<file path="config.mk">
export PLATFORM = sky130hd
export DESIGN_NAME = instruction_fetch
export DESIGN_NICKNAME = d
export VERILOG_FILES = /design/src/rtl/instruction_fetch_pkg.sv /design/src/rtl/instruction_fetch_fifo.sv /design/src/rtl/instruction_fetch.sv
export SDC_FILE = /design/constraint.sdc
export NUM_CORES = 1
export LEC_CHECK = 0
export ABC_CLOCK_PERIOD_IN_PS = 14030
export CORE_UTILIZATION = 45
export DETAILED_ROUTE_END_ITERATION = 10
export PLACE_DENSITY = 0.8
export SETUP_SLACK_MARGIN = 0.15
export SLEW_MARGIN = 20
export SYNTH_ARGS = -nofsm -noshare
export SYNTH_HDL_FRONTEND = slang
export SYNTH_HIERARCHICAL = 1
export SYNTH_SLANG_ARGS = --single-unit
</file>
<file path="constraint.sdc">
create_clock -name clk -period 14.03 [get_ports clk]
set_clock_uncertainty 0.05 [all_clocks]
set_input_delay 2.806 -clock clk [delete_from_list [all_inputs] [get_ports clk]]
set_output_delay 2.806 -clock clk [all_outputs]
set_load 0.01 [all_outputs]
</file>
<file path="src/rtl/instruction_fetch_pkg.sv">
// Shared definitions for the fetch stage.
//   fetch_state_t : controller state encodings (IDLE=0, REQ=1, DISCARD=2)
//   NOP_WORD      : bubble instruction word; decode uses the same value
//   fetch_entry_t : one buffered {pc, instr} pair
package instruction_fetch_pkg;

    typedef enum logic [1:0] {
        ST_IDLE    = 2'd0,
        ST_REQ     = 2'd1,
        ST_DISCARD = 2'd2
    } fetch_state_t;

    localparam logic [31:0] NOP_WORD = 32'h0000_0000;

    typedef struct packed {
        logic [31:0] pc;
        logic [31:0] instr;
    } fetch_entry_t;

endpackage

</file>
<file path="src/rtl/instruction_fetch_fifo.sv">
// Synchronous FIFO of {pc, instr} pairs with a registered head.
// Ports:
//   clk, rst_n  clock and synchronous active-low reset
//   push        write wdata (ignored when full)
//   pop         drop the head entry (ignored when empty)
//   flush       empty the FIFO; wins over push and pop in the same cycle
//   wdata       entry to write
//   full        DEPTH entries held
//   empty       no entries held
//   head        registered copy of the oldest entry; holds its last value when empty
module instruction_fetch_fifo
    import instruction_fetch_pkg::*;
#(
    parameter int DEPTH = 2
) (
    input  logic         clk,
    input  logic         rst_n,
    input  logic         push,
    input  logic         pop,
    input  logic         flush,
    input  fetch_entry_t wdata,
    output logic         full,
    output logic         empty,
    output fetch_entry_t head
);

    localparam int PW = $clog2(DEPTH);
    localparam int CW = PW + 1;
    localparam logic [CW-1:0] DEPTH_C = CW'(DEPTH);

    fetch_entry_t  mem [DEPTH];
    logic [PW-1:0] wr_ptr, rd_ptr, wr_ptr_nx, rd_ptr_nx;
    logic [CW-1:0] count, count_nx;
    logic          do_push, do_pop;
    fetch_entry_t  head_nx;

    assign full    = (count == DEPTH_C);
    assign empty   = (count == '0);
    assign do_push = push && !full;
    assign do_pop  = pop && !empty;

    // The head register is loaded with whatever will be the oldest entry after
    // this edge. When the FIFO is (or is about to be) drained and a push lands,
    // the new word becomes the head directly, since mem[] is not yet written.
    always_comb begin
        rd_ptr_nx = rd_ptr;
        wr_ptr_nx = wr_ptr;
        count_nx  = count;
        head_nx   = head;
        if (flush) begin
            rd_ptr_nx = '0;
            wr_ptr_nx = '0;
            count_nx  = '0;
        end else begin
            if (do_pop)  rd_ptr_nx = rd_ptr + PW'(1);
            if (do_push) wr_ptr_nx = wr_ptr + PW'(1);
            count_nx = count + CW'(do_push) - CW'(do_pop);
            if (do_push && ((count - CW'(do_pop)) == '0)) begin
                head_nx = wdata;
            end else if (count_nx != '0) begin
                head_nx = mem[rd_ptr_nx];
            end
        end
    end

    always_ff @(posedge clk) begin
        if (!rst_n) begin
            wr_ptr <= '0;
            rd_ptr <= '0;
            count  <= '0;
            head   <= '{pc: 32'h0, instr: NOP_WORD};
        end else begin
            wr_ptr <= wr_ptr_nx;
            rd_ptr <= rd_ptr_nx;
            count  <= count_nx;
            head   <= head_nx;
        end
    end

    always_ff @(posedge clk) begin
        if (do_push && !flush) begin
            mem[wr_ptr] <= wdata;
        end
    end

endmodule

</file>
<file path="src/rtl/instruction_fetch.sv">
// Fetch stage: samples the PC, reads instruction memory over req/ack and
// buffers {pc, instr} pairs for decode over valid/ready.
// Ports:
//   clk, rst_n     clock and synchronous active-low reset
//   pc_in          current PC from program_counter
//   redirect       non-sequential PC load at this edge; flushes the buffer
//   pc_advance     one-cycle pulse allowing the PC to step by one
//   imem_req       memory read request
//   imem_addr      word address, stable while imem_req is high
//   imem_ack       read data valid this cycle
//   imem_rdata     instruction word
//   instr_valid    buffer head valid to decode
//   instr          head instruction
//   instr_pc       PC of the head instruction
//   decode_ready   decode accepts the head this cycle
//
// state   | meaning
// IDLE    | waiting for buffer space; samples pc_in when a request can start
// REQ     | read outstanding for req_pc; ack without redirect pushes the word
// DISCARD | read was overtaken by a redirect; wait out the ack and drop data
module instruction_fetch
    import instruction_fetch_pkg::*;
#(
    parameter int IMEM_AW    = 8,
    parameter int FIFO_DEPTH = 2
) (
    input  logic               clk,
    input  logic               rst_n,
    input  logic [31:0]        pc_in,
    input  logic               redirect,
    output logic               pc_advance,
    output logic               imem_req,
    output logic [IMEM_AW-1:0] imem_addr,
    input  logic               imem_ack,
    input  logic [31:0]        imem_rdata,
    output logic               instr_valid,
    output logic [31:0]        instr,
    output logic [31:0]        instr_pc,
    input  logic               decode_ready
);

    fetch_state_t state, state_nx;
    logic [31:0]  req_pc;
    logic         sample, push, pop;
    logic         fifo_full, fifo_empty;
    fetch_entry_t wdata, head;

    always_ff @(posedge clk) begin
        if (!rst_n) begin
            state     <= ST_IDLE;
            req_pc    <= '0;
            imem_addr <= '0;
        end else begin
            state <= state_nx;
            if (sample) begin
                req_pc    <= pc_in;
                imem_addr <= pc_in[IMEM_AW-1:0];
            end
        end
    end

    // Space is checked only in IDLE and at most one read is in flight, so a
    // granted request can never push into a full buffer.
    always_comb begin
        state_nx = state;
        imem_req = 1'b0;
        sample   = 1'b0;
        push     = 1'b0;
        case (state)
            ST_IDLE: begin
                if (!fifo_full && !redirect) begin
                    sample   = 1'b1;
                    state_nx = ST_REQ;
                end
            end
            ST_REQ: begin
                imem_req = 1'b1;
                if (redirect) begin
                    state_nx = imem_ack ? ST_IDLE : ST_DISCARD;
                end else if (imem_ack) begin
                    push     = 1'b1;
                    state_nx = ST_IDLE;
                end
            end
            ST_DISCARD: begin
                imem_req = 1'b1;
                if (imem_ack) state_nx = ST_IDLE;
            end
            default: state_nx = ST_IDLE;
        endcase
    end

    assign pc_advance = push;
    assign pop        = !fifo_empty && decode_ready;
    assign wdata      = '{pc: req_pc, instr: imem_rdata};

    instruction_fetch_fifo #(
        .DEPTH (FIFO_DEPTH)
    ) u_fifo (
        .clk   (clk),
        .rst_n (rst_n),
        .push  (push),
        .pop   (pop),
        .flush (redirect),
        .wdata (wdata),
        .full  (fifo_full),
        .empty (fifo_empty),
        .head  (head)
    );

    assign instr_valid = !fifo_empty;
    assign instr       = head.instr;
    assign instr_pc    = head.pc;

endmodule

</file>
# Word level (Yosys, flattened, before mapping)
# Memories as Yosys holds them, arrays and structs flattened.
# Index checks and enable logic that the tools add are counted.
[op_classes] add_sub_neg=5 eq_ne=4 muxes=17 n_bitwise=2 reduce_logical=17
[ops] operator="2-to-1 mux 64 bit" n=2
[ops] operator="2-to-1 mux 1 bit" n=10
[ops] operator="2-to-1 mux 2 bit" n=4
[ops] operator="logical AND 1 bit" n=6
[ops] operator="zero test 2 bit" n=3
[ops] operator="one-hot mux 2 bit (3 select lines)" n=1
[ops] operator="equality test 2 bit, second input constant" n=2
[ops] operator="nonzero test 2 bit" n=2
[ops] operator="OR reduction 2 bit" n=2
[ops] operator="subtractor 2 x 1 -> 2 bit" n=2
[ops] operator="zero test 1 bit" n=3
[ops] operator="adder 1 bit, second input constant" n=2
[ops] operator="adder 2 x 1 -> 2 bit" n=1
[ops] operator="equality test 2 x 1 -> 1 bit, second input constant" n=1
[ops] operator="!= test 2 bit, second input constant" n=1
[ops] operator="inverter 1 bit" n=2
[ops] operator="AND reduction 2 bit" n=1
[totals] ff_bits=110 ram_bits=128 inputBits=69 out_inout_bits=75 elab_cells=54 n_memories=1
[memory_table] name="u_fifo.mem" words=2 word_bits=64 rd=1 rd_clocked_by_memory_dff=0 write_ports=1 line="instruction_fetch_fifo.sv:31" source="fetch_entry_t mem [DEPTH];"

# Logic depth before layout (Yosys ltp)
# Gate-level depths: netlist of run 1.
[logic_depth] ltp_word=9 mapped_depth=14 mapped_depth_nobuf=12

# By module
# Netlist of run 1, hierarchy kept.
[by_module_without_submodules] mod="instruction_fetch_fifo" n_inst=1 cells_per_inst=932 area_each_um2=9147.5 seq_area_each_um2=5205.0
[by_module_without_submodules] mod="instruction_fetch" n_inst=1 cells_per_inst=170 area_each_um2=1372.6 seq_area_each_um2=680.7

# Worst setup path after synthesis of run 1
# Ideal clock, no wire load.
[synth_timing] path_kind="input port to flip-flop" from="in redirect" to="mem u_fifo/mem[1][0] in the netlist's numbering (enable)" setup_ns=0.579 arrival_ns=8.077 required_ns=13.401 setup_slack_ns=5.324 cell_stages=4 n_path_buf=0 cell_sequence="nor2b_1 > and2_1 > o21ai_0 > nor3b_1"
[synth_between] elab_chain_cells=6 elab_cells_between_ends=7 classes_between="mux: 4; reduce/logical: 3"
[synth_lines] element="start: declaration" line="instruction_fetch.sv:30" source="input logic redirect,"
[synth_lines] element="2-to-1 mux 1 bit" line="instruction_fetch.sv:78" source="if (redirect) begin"
[synth_lines] element="2-to-1 mux 1 bit" line="instruction_fetch.sv:69" source="case (state)"
[synth_lines] element="named net pc_advance" line="instruction_fetch.sv:31" source="output logic pc_advance,"
[synth_lines] element="logical AND 1 bit" line="instruction_fetch_fifo.sv:39" source="assign do_push = push && !full;"
[synth_lines] element="logical AND 1 bit" line="instruction_fetch_fifo.sv:81" source="if (do_push && !flush) begin"
[synth_lines] element="2-to-1 mux 1 bit" line="instruction_fetch_fifo.sv:81"
[synth_lines] element="2-to-1 mux 1 bit (implied by the code)" line="instruction_fetch_fifo.sv:82" source="mem[wr_ptr] <= wdata;"
[synth_lines] element="end: declaration" line="instruction_fetch_fifo.sv:31"
# The timed path passes the listed nets, and every way through them passes these cells.

# Final worst setup path of run 1
[layout_timing] from="in redirect" to="out pc_advance"
[layout_between] elab_chain_cells=2
[layout_lines] element="2-to-1 mux 1 bit" line="instruction_fetch.sv:78"
[layout_lines] element="2-to-1 mux 1 bit" line="instruction_fetch.sv:69"
[layout_lines] element="end: declaration" line="instruction_fetch.sv:31"
# Every way passes these cells.

==> run metrics, run 1 <==
async set or reset register ratio after synthesis 0%; DR iter-0 viols 511; Worst-Margin Slew 1040 ps; Crit path top cell by count clkdlybuf4s50_1; Total GRT Usage 21.0%; Post-synth EDFFs 128; CTS Hold Bufs 0; Max Freq 135 MHz; depth of the most critical reg-to-reg path 12; CORE AREA 22800 um2; Post-Syn Area 10500 um2; Clock Tree Buf Depth 3; YS warnings 6; Synth area leaders edfxtp_1, dfxtp_1, nand2b_1, a21oi_1, nand2_1; worst-path cell chain clkdlybuf4s50_1 > nor2b_1 > and2_1 > clkdlybuf4s50_1; Seq cells post-synth 230; global-route wire length before repair 40100 um; unrepaired setup endpoints after global routing false; post_cts resized 0; post-synth top area share 36.5%; Sink Count 230; critical path type input port to output port; setup bufs post-CTS 0; Final Setup Violations 0; initial antenna violation count 0; Critical Path Fanout Max 11; Data arrival, critical path 4530 ps; final worst path period need 7390 ps; final-report hold violation count 0; Final Max Slew Viols 0; setup TNS 0 ps; Lkg Pwr 0.00436 uW; drt pass-1 iters 5; via count 8141; status finished clean; Area growth syn-to-layout 21.4%; ys flop type edfxtp_1; R2R setup slack 10020 ps; M2 GR Usage 37.5%; final wirelength 25400 um; effective utilization at floorplan 46.2%; post-route ant nets 0; WL/cell 16.6 um; Syn Nets 1177; cells after synthesis 1102; multi-input logic area 3890 um2; Max stage delay on crit path 640 ps; max-cap viol count 0; root buffer cell clkbuf_16; CP startpoint redirect; number of global-route vias before repair 7985; period utilization 52.7%; FF/Latch Area 5890 um2; RD Place Congestion 0.748; GR peak layer met2; DRC 0; Die W 155 um; worst slew margin relative to its limit 30.9%; latest clock arrival within the worst-skew pair 510 ps; port buffer count 143; die area 24000 um2; Crit. End Element output port; PD cells 114 nW/um2; largest net degree at the start of global routing 134; Avg Synthesized Cell Area 9.55 um2; Max stage delay cell, worst path clkdlybuf4s50_1; Hold Path Depth 2; Final Power 1460 uW; sequential share of the synthesized area 55.9%; most common cell in the netlist nand2_1; synth unique cells 36; placed cells 1488; Ports 144; CTS buffer count 24; Commonest cells post-synth nand2_1, a21oi_1, nand2b_1, edfxtp_1, dfxtp_1; Worst-path clk slew 60 ps; Hold Startpoint u_fifo/head[25]; Tightest Hold Check Type register to register; # fillers 1950; Peak VDD IR 77.6 uV; Critical R2R Launch state[0]; total number of placement rows 55; Synth area leader edfxtp_1; met3 usage 2.92%; H-tree depth 1; CTS tree yes; post-DP HPWL 15100 um; WP data required 11170 ps; met1 Use GR 26.4%; die span in y 155 um; fin cells 1533; layout cell share with drive strength beyond 1 5.99%; GRT overflow 0; Layout Nets 1276; Post-Route Utilization 56.1%; post-DR vias/cell 5.31; Setup crit start kind input port
[per-layer routing]
| layer | wire length, um | vias up |
|---|---|---|
| met3 | 1320 | 47 |
| met2 | 12700 | 261 |
| met4 | 543 | 0 |
| met5 | 0 | - |
| met1 | 10900 | 3874 |
| li1 | - | 3959 |
[layout by cell type, fill, tap and decap left out, drive strengths merged]
cell type      instances
nor3b                  2
nor3                  65
or4b                   1
nor2                  69
a31oi                  1
edfxtp               128
and2                   1
a221oi                 1
dfxtp                102
xor2                   1
xnor2                  3
clkdlybuf4s50        143
diode                  1
ha                     6
o32ai                 64
a21oi                160
o41a                   1
nand2                194
or3b                   1
buf                   16
nor2b                  3
inv                   72
nand2b               129
o211ai                 2
clkinv                 5
o21ai                  4
nand3                  1
clkbuf                40
o311ai                 1
nand3b                 1
and3                   2
[through the flow]
stage / worst slack, ps / hold slack, ps / cell area, um2
2_1_floorplan: 5320 / 398 / 10500
3_3_place_gp: 6730 / 392 / 12000
3_5_place_dp: 6680 / 395 / 12000
4_1_cts: 6680 / 404 / 12800
5_1_grt: 6580 / 421 / 12800
6_report: 6640 / 401 / 12800
[kinds of logic after synthesis]
logic type / share of synthesized area (%)
flops: 55.9
fa+ha+maj: 0.714
buf+inv: 7.37
xor+xnor: 0.476
compound gates: 14.5
simple gates: 21.0
[power by group]
group          internal, uW  leakage (uW)  switching [uW]
Sequential              728       0.00200            13.5
Clock                   364      0.000383             250
Combinational          51.4       0.00198            52.0
Total                  1140       0.00436             315
[critical path: cells and delay by family]
| kind | cells | cell delay [ps] |
|---|---|---|
| buffers and inverters | 2 | 1240 |
| and+or+nand+nor | 2 | 480 |
[sequential cells by signal, indices dropped and copies added, names as in the netlist]
signal / flops
u_fifo/mem: 128
u_fifo/wr_ptr: 1
state: 2
req_pc: 25
imem_addr: 7
u_fifo/count: 2
u_fifo/rd_ptr: 1
u_fifo/head: 64
[final timing paths]
check / to
setup / recovery: pc_advance
hold / removal: u_fifo/head[25]
setup reg to reg: u_fifo/head[11]
hold reg to reg: u_fifo/head[25]
[area by class of cell]
| class | count | area share, % |
|---|---|---|
| Sequential cell | 230 | 46.1 |
| Multi-Input combinational cell | 713 | 30.5 |
| Timing Repair Buffer | 159 | 12.1 |
| Clock buffer | 40 | 5.90 |
| Tap cell | 313 | 3.07 |
| Inverter | 73 | 2.14 |
| Clock inverter | 4 | 0.157 |
| Antenna cell | 1 | 0.0196 |
Note: power is estimated with default switching activity, not from simulation.
==> run 2, diff against run 1 <==
--- a/config.mk
+++ b/config.mk
@@ -5,10 +5,10 @@
 export SDC_FILE = /design/constraint.sdc
 export NUM_CORES = 1
 export LEC_CHECK = 0
-export ABC_CLOCK_PERIOD_IN_PS = 14030
+export ABC_CLOCK_PERIOD_IN_PS = 6300
 export CORE_UTILIZATION = 45
 export DETAILED_ROUTE_END_ITERATION = 10
-export PLACE_DENSITY = 0.8
+export PLACE_DENSITY = 0.82
 export SETUP_SLACK_MARGIN = 0.15
 export SLEW_MARGIN = 20
 export SYNTH_ARGS = -nofsm -noshare
==> constraint.sdc (replaced) <==
create_clock -name clk -period 6.3 [get_ports clk]
set_clock_uncertainty 0.05 [all_clocks]
set_input_delay 1.26 -clock clk [delete_from_list [all_inputs] [get_ports clk]]
set_output_delay 1.26 -clock clk [all_outputs]
set_load 0.01 [all_outputs]
==> run metrics, run 2 (synthesis results as in run 1) <==
status finished clean; worst slew margin relative to its limit 32.2%; RD Place Congestion 0.776; design area 12800 um2; post-DP HPWL 14700 um; H-tree depth 1; Tightest Hold Check Type register to register; placed cells 1485; final-report hold violation count 0; top flop regs u_fifo/mem (128), u_fifo/head (64), req_pc (25); global-route wire length before repair 39900 um; drt pass-1 iters 7; port buffer count 143; fin cells 1529; Post-Route Utilization 56.2%; # fillers 1906; Total GRT Usage 20.8%; effective utilization at floorplan 46.2%; CTS tree yes; Layout Nets 1274; CTS buffer count 24; via count 8195; Die W 155 um; max-cap viol count 0; Final Setup Violations 0; R2R setup slack 2470 ps; Hold Path Depth 2; die area 24000 um2; Setup crit start kind input port; period utilization 74.8%; Worst-Margin Slew 1020 ps; number of global-route vias before repair 7896; total number of placement rows 55; top cell family by delay on the critical path compound AO/OA/AOI/OAI gates; Net Switching 701 uW; post_cts resized 0; Int Pwr 2560 uW; Bufs and invs on worst path 3; Sink Count 230; Lkg Pwr 0.00435 uW; WP data required 6650 ps; Reg with most FFs u_fifo/mem; latest clock arrival within the worst-skew pair 520 ps; setup TNS 0 ps; layout cell share with drive strength beyond 1 5.67%; Clock Tree Buf Depth 3; commonest non-fill, non-tap cell in the layout nand2_1; Clk network pwr share 42.3%; Sequential Power Share 50.7%; Max stage delay on crit path 770 ps; FF/Latch Area 5890 um2; depth of the most critical reg-to-reg path 12; # diodes 0; GRT overflow 0; final worst path period need 4710 ps; DR iter-0 viols 539; CORE AREA 22800 um2; Data arrival, critical path 5060 ps; WL/cell 16.4 um; Ports 144; Max Freq 212 MHz; Critical Path Fanout Max 38; initial antenna violation count 1; setup bufs post-CTS 0; DP Area 12000 um2; critical path type input port to register; Crit. End Element register; root buffer cell clkbuf_16; unrepaired setup endpoints after global routing false; worst-path cell chain clkdlybuf4s50_1 > nor2b_1 > and2_1 > o21ai_0 > ha_1 > inv_1 > ha_1 > xnor2_2 > xnor2_2 > o41a_2 > buf_12 > o32ai_1; Worst path depth 12; CTS Hold Bufs 0; DRC 0; Final Max Slew Viols 0; post-route ant nets 0; most frequent cells in the layout nand2_1, a21oi_1, clkdlybuf4s50_1; PD cells 255 nW/um2; final wirelength 25000 um; die span in y 155 um; sw frac 21.5%; max reg flops 128; multi-input logic area 3910 um2; combinational share of power 7.1%; Max stage delay cell, worst path o41a_2; Area growth syn-to-layout 21.7%; Peak VDD IR 178 uV; post-DR vias/cell 5.36; largest net degree at the start of global routing 130; Worst-path clk slew 60 ps
[run 2: cell count changes in the layout (fill, tap and decap cells not counted), sizes merged]
| cell | delta |
|---|---|
| buf | -2 |
| clkinv | -1 |
| inv | +1 |
| diode | -1 |
| clkinvlp | +1 |
| bufinv | +2 |
| clkbuf | -4 |
[run 2: through the flow]
| stage | power [uW] | hold WS [ps] | setup slack (ps) |
|---|---|---|---|
| after detailed placement | 1910 | 396 | 1140 |
| after global routing | 3380 | 427 | 1460 |
| after global placement | 1910 | 393 | 1290 |
| after floorplan | 1790 | 398 | 1380 |
| after CTS | 3290 | 404 | 1660 |
| final | 3260 | 403 | 1590 |
[run 2: power groups by stage]
stage	Combinational (uW)	Clock (uW)	Sequential [uW]
6_report	231	1380	1650
5_1_grt	250	1470	1660
4_1_cts	233	1410	1650
3_5_place_dp	231	0	1680
3_3_place_gp	225	0	1680
2_1_floorplan	111	0	1680
[run 2: layer usage]
metal	GRT usage [%]	vias to the layer above	part of all wire [%]
met1	26.7	3912	42
met5	0	-	0.052
met4	6.55	2	1.6
met2	36.3	285	50
met3	2.90	39	6.9
li1	-	3957	-
[run 2: final timing paths]
path,startpoint,endpoint
worst max-delay path,redirect,u_fifo/head[2]
worst min-delay path,u_fifo/head[30],u_fifo/head[30]
worst max register to register,state[0],u_fifo/head[2]
worst min register to register,u_fifo/head[30],u_fifo/head[30]
[run 2: final cells by class]
cell class | count | area share (%)
tap | 313 | 3.06
timing repair buffer | 157 | 12.2
multi-input combinational | 713 | 30.6
inverter | 73 | 2.14
clock buffer | 36 | 5.28
clock inverter | 7 | 0.753
sequential | 230 | 46.0
[run 2: worst reg2reg max path, cell delays in order (launching register included)]
cell and delay [ps]:
dfxtp_1 420, ha_1 210, nor2b_1 170, and2_1 250, o21ai_0 350, ha_1 420, inv_1 40, ha_1 200
xnor2_2 150, xnor2_2 170, o41a_2 770, buf_12 310, o32ai_1 210
==> run 3, diff against run 2 <==
--- a/config.mk
+++ b/config.mk
@@ -5,7 +5,7 @@
 export SDC_FILE = /design/constraint.sdc
 export NUM_CORES = 1
 export LEC_CHECK = 0
-export ABC_CLOCK_PERIOD_IN_PS = 6300
+export ABC_CLOCK_PERIOD_IN_PS = 4019
 export CORE_UTILIZATION = 45
 export DETAILED_ROUTE_END_ITERATION = 10
 export PLACE_DENSITY = 0.82
==> constraint.sdc (replaced) <==
create_clock -name clk -period 4.02 [get_ports clk]
set_clock_uncertainty 0.05 [all_clocks]
set_input_delay 0.804 -clock clk [delete_from_list [all_inputs] [get_ports clk]]
set_output_delay 0.804 -clock clk [all_outputs]
set_load 0.01 [all_outputs]
==> run metrics, run 3 (synthesis results as in run 1) <==
die span in y 155 um; DR iter-0 viols 567; top cell family by delay on the critical path buffers and inverters; post-DR vias/cell 5.33; Hold Startpoint u_fifo/head[26]; top flop regs u_fifo/mem (128), u_fifo/head (64), req_pc (25); Data arrival, critical path 3640 ps; root buffer cell clkbuf_16; max reg flops 128; Bufs and invs on worst path 3; Final Max Slew Viols 0; placed cells 1493; RD Place Congestion 0.789; worst-path cell chain clkdlybuf4s50_1 > nor2b_1 > and2_1 > o21ai_0 > ha_1 > inv_1 > ha_1 > xnor2_2 > xnor2_2 > o41a_2 > buf_4 > o32ai_1; Die W 155 um; Critical Path Fanout Max 35; Peak VDD IR 286 uV; final-report hold violation count 0; Setup crit start kind input port; worst slew margin relative to its limit 32.7%; CP startpoint redirect; # fillers 1887; Worst-path clk slew 60 ps; H-tree depth 1; post_cts resized 0; DRC 0; setup bufs post-CTS 0; Worst path depth 12; port buffer count 143; drt pass-1 iters 5; WL/cell 16.6 um; commonest non-fill, non-tap cell in the layout nand2_1; Ports 144; Max Freq 303 MHz; final wirelength 25500 um; critical path type input port to register; Sink Count 230; final worst path period need 3300 ps; unrepaired setup endpoints after global routing false; DP Area 12100 um2; most frequent cells in the layout nand2_1, a21oi_1, clkdlybuf4s50_1; Clock Tree Buf Depth 3; design area 12900 um2; layout cell share with drive strength beyond 1 6.54%; status finished clean; WP data required 4360 ps; effective utilization at floorplan 46.2%; setup TNS 0 ps; Tightest Hold Check Type register to register; Total GRT Usage 21.2%; Area growth syn-to-layout 22.9%; CORE AREA 22800 um2; max-cap viol count 0; global-route wire length before repair 40600 um; PD cells 406 nW/um2; GRT overflow 0; Final Setup Violations 0; Layout Nets 1281; latest clock arrival within the worst-skew pair 510 ps; period utilization 82.0%; initial antenna violation count 1; Max stage delay cell, worst path clkdlybuf4s50_1; R2R setup slack 890 ps; Worst Setup EP u_fifo/head[47]; Worst-Margin Slew 1010 ps; CTS tree yes; post-route ant nets 0; Crit. End Element register; total number of placement rows 55; die area 24000 um2; R2R Path End u_fifo/head[47]; via count 8194; fin cells 1537; Critical R2R Launch state[0]; number of global-route vias before repair 8065; CTS Hold Bufs 0; largest net degree at the start of global routing 119; CTS buffer count 24; Reg with most FFs u_fifo/mem; Hold Path Depth 2; # diodes 0; Lkg Pwr 0.00444 uW; depth of the most critical reg-to-reg path 12; post-DP HPWL 15400 um; Max stage delay on crit path 480 ps
run 3: per-stage QoR:
stage               hold WS [ps]  setup slack [ps]  power [uW]  utilization, %
finish                       403               723        5250            56.8
global route                 429               644        5440            56.8
CTS                          407               749        5290            56.8
detailed placement           397               290        3010            53.1
global placement             393               370        3000            53.1
floorplan                    398               358        2810               -
run 3: layout make-up:
class | instances | area, um2 | share of cell area [%]
timing repair buffer | 164 | 1630 | 12.6
inverter | 73 | 274 | 2.12
multi-input combinational | 713 | 3910 | 30.3
tap | 313 | 392 | 3.03
clock inverter | 13 | 140 | 1.08
sequential | 230 | 5890 | 45.5
clock buffer | 31 | 698 | 5.40
run 3: how the worst min path moves through the flow:
| stage | to |
|---|---|
| after CTS | u_fifo/head[26] |
| after floorplan | u_fifo/mem[0][40] |
| after detailed placement | u_fifo/head[26] |
| final | u_fifo/head[26] |
| after global routing | u_fifo/head[21] |
| after global placement | u_fifo/head[26] |
run 3: worst reg2reg max path, cell delays in order (launching register included):
cell and delay (ps):
dfxtp_1 420, ha_1 210, nor2b_1 160, and2_1 160, o21ai_0 120, ha_1 310
inv_1 50, ha_1 210, xnor2_2 160, xnor2_2 170, o41a_2 460, buf_4 300
o32ai_1 240
run 3: per-layer routing:
| metal | vias up | GRT usage [%] | wire, um |
|---|---|---|---|
| met5 | - | 0 | 13 |
| met4 | 2 | 6.65 | 584 |
| met3 | 40 | 3.31 | 1480 |
| met2 | 275 | 37.0 | 12700 |
| met1 | 3909 | 26.9 | 10800 |
| li1 | 3968 | - | - |
run 3: where the power goes:
group          switching [uW]  internal (uW)
clock network             883           1410
registers                48.1           2540
logic                     183            184
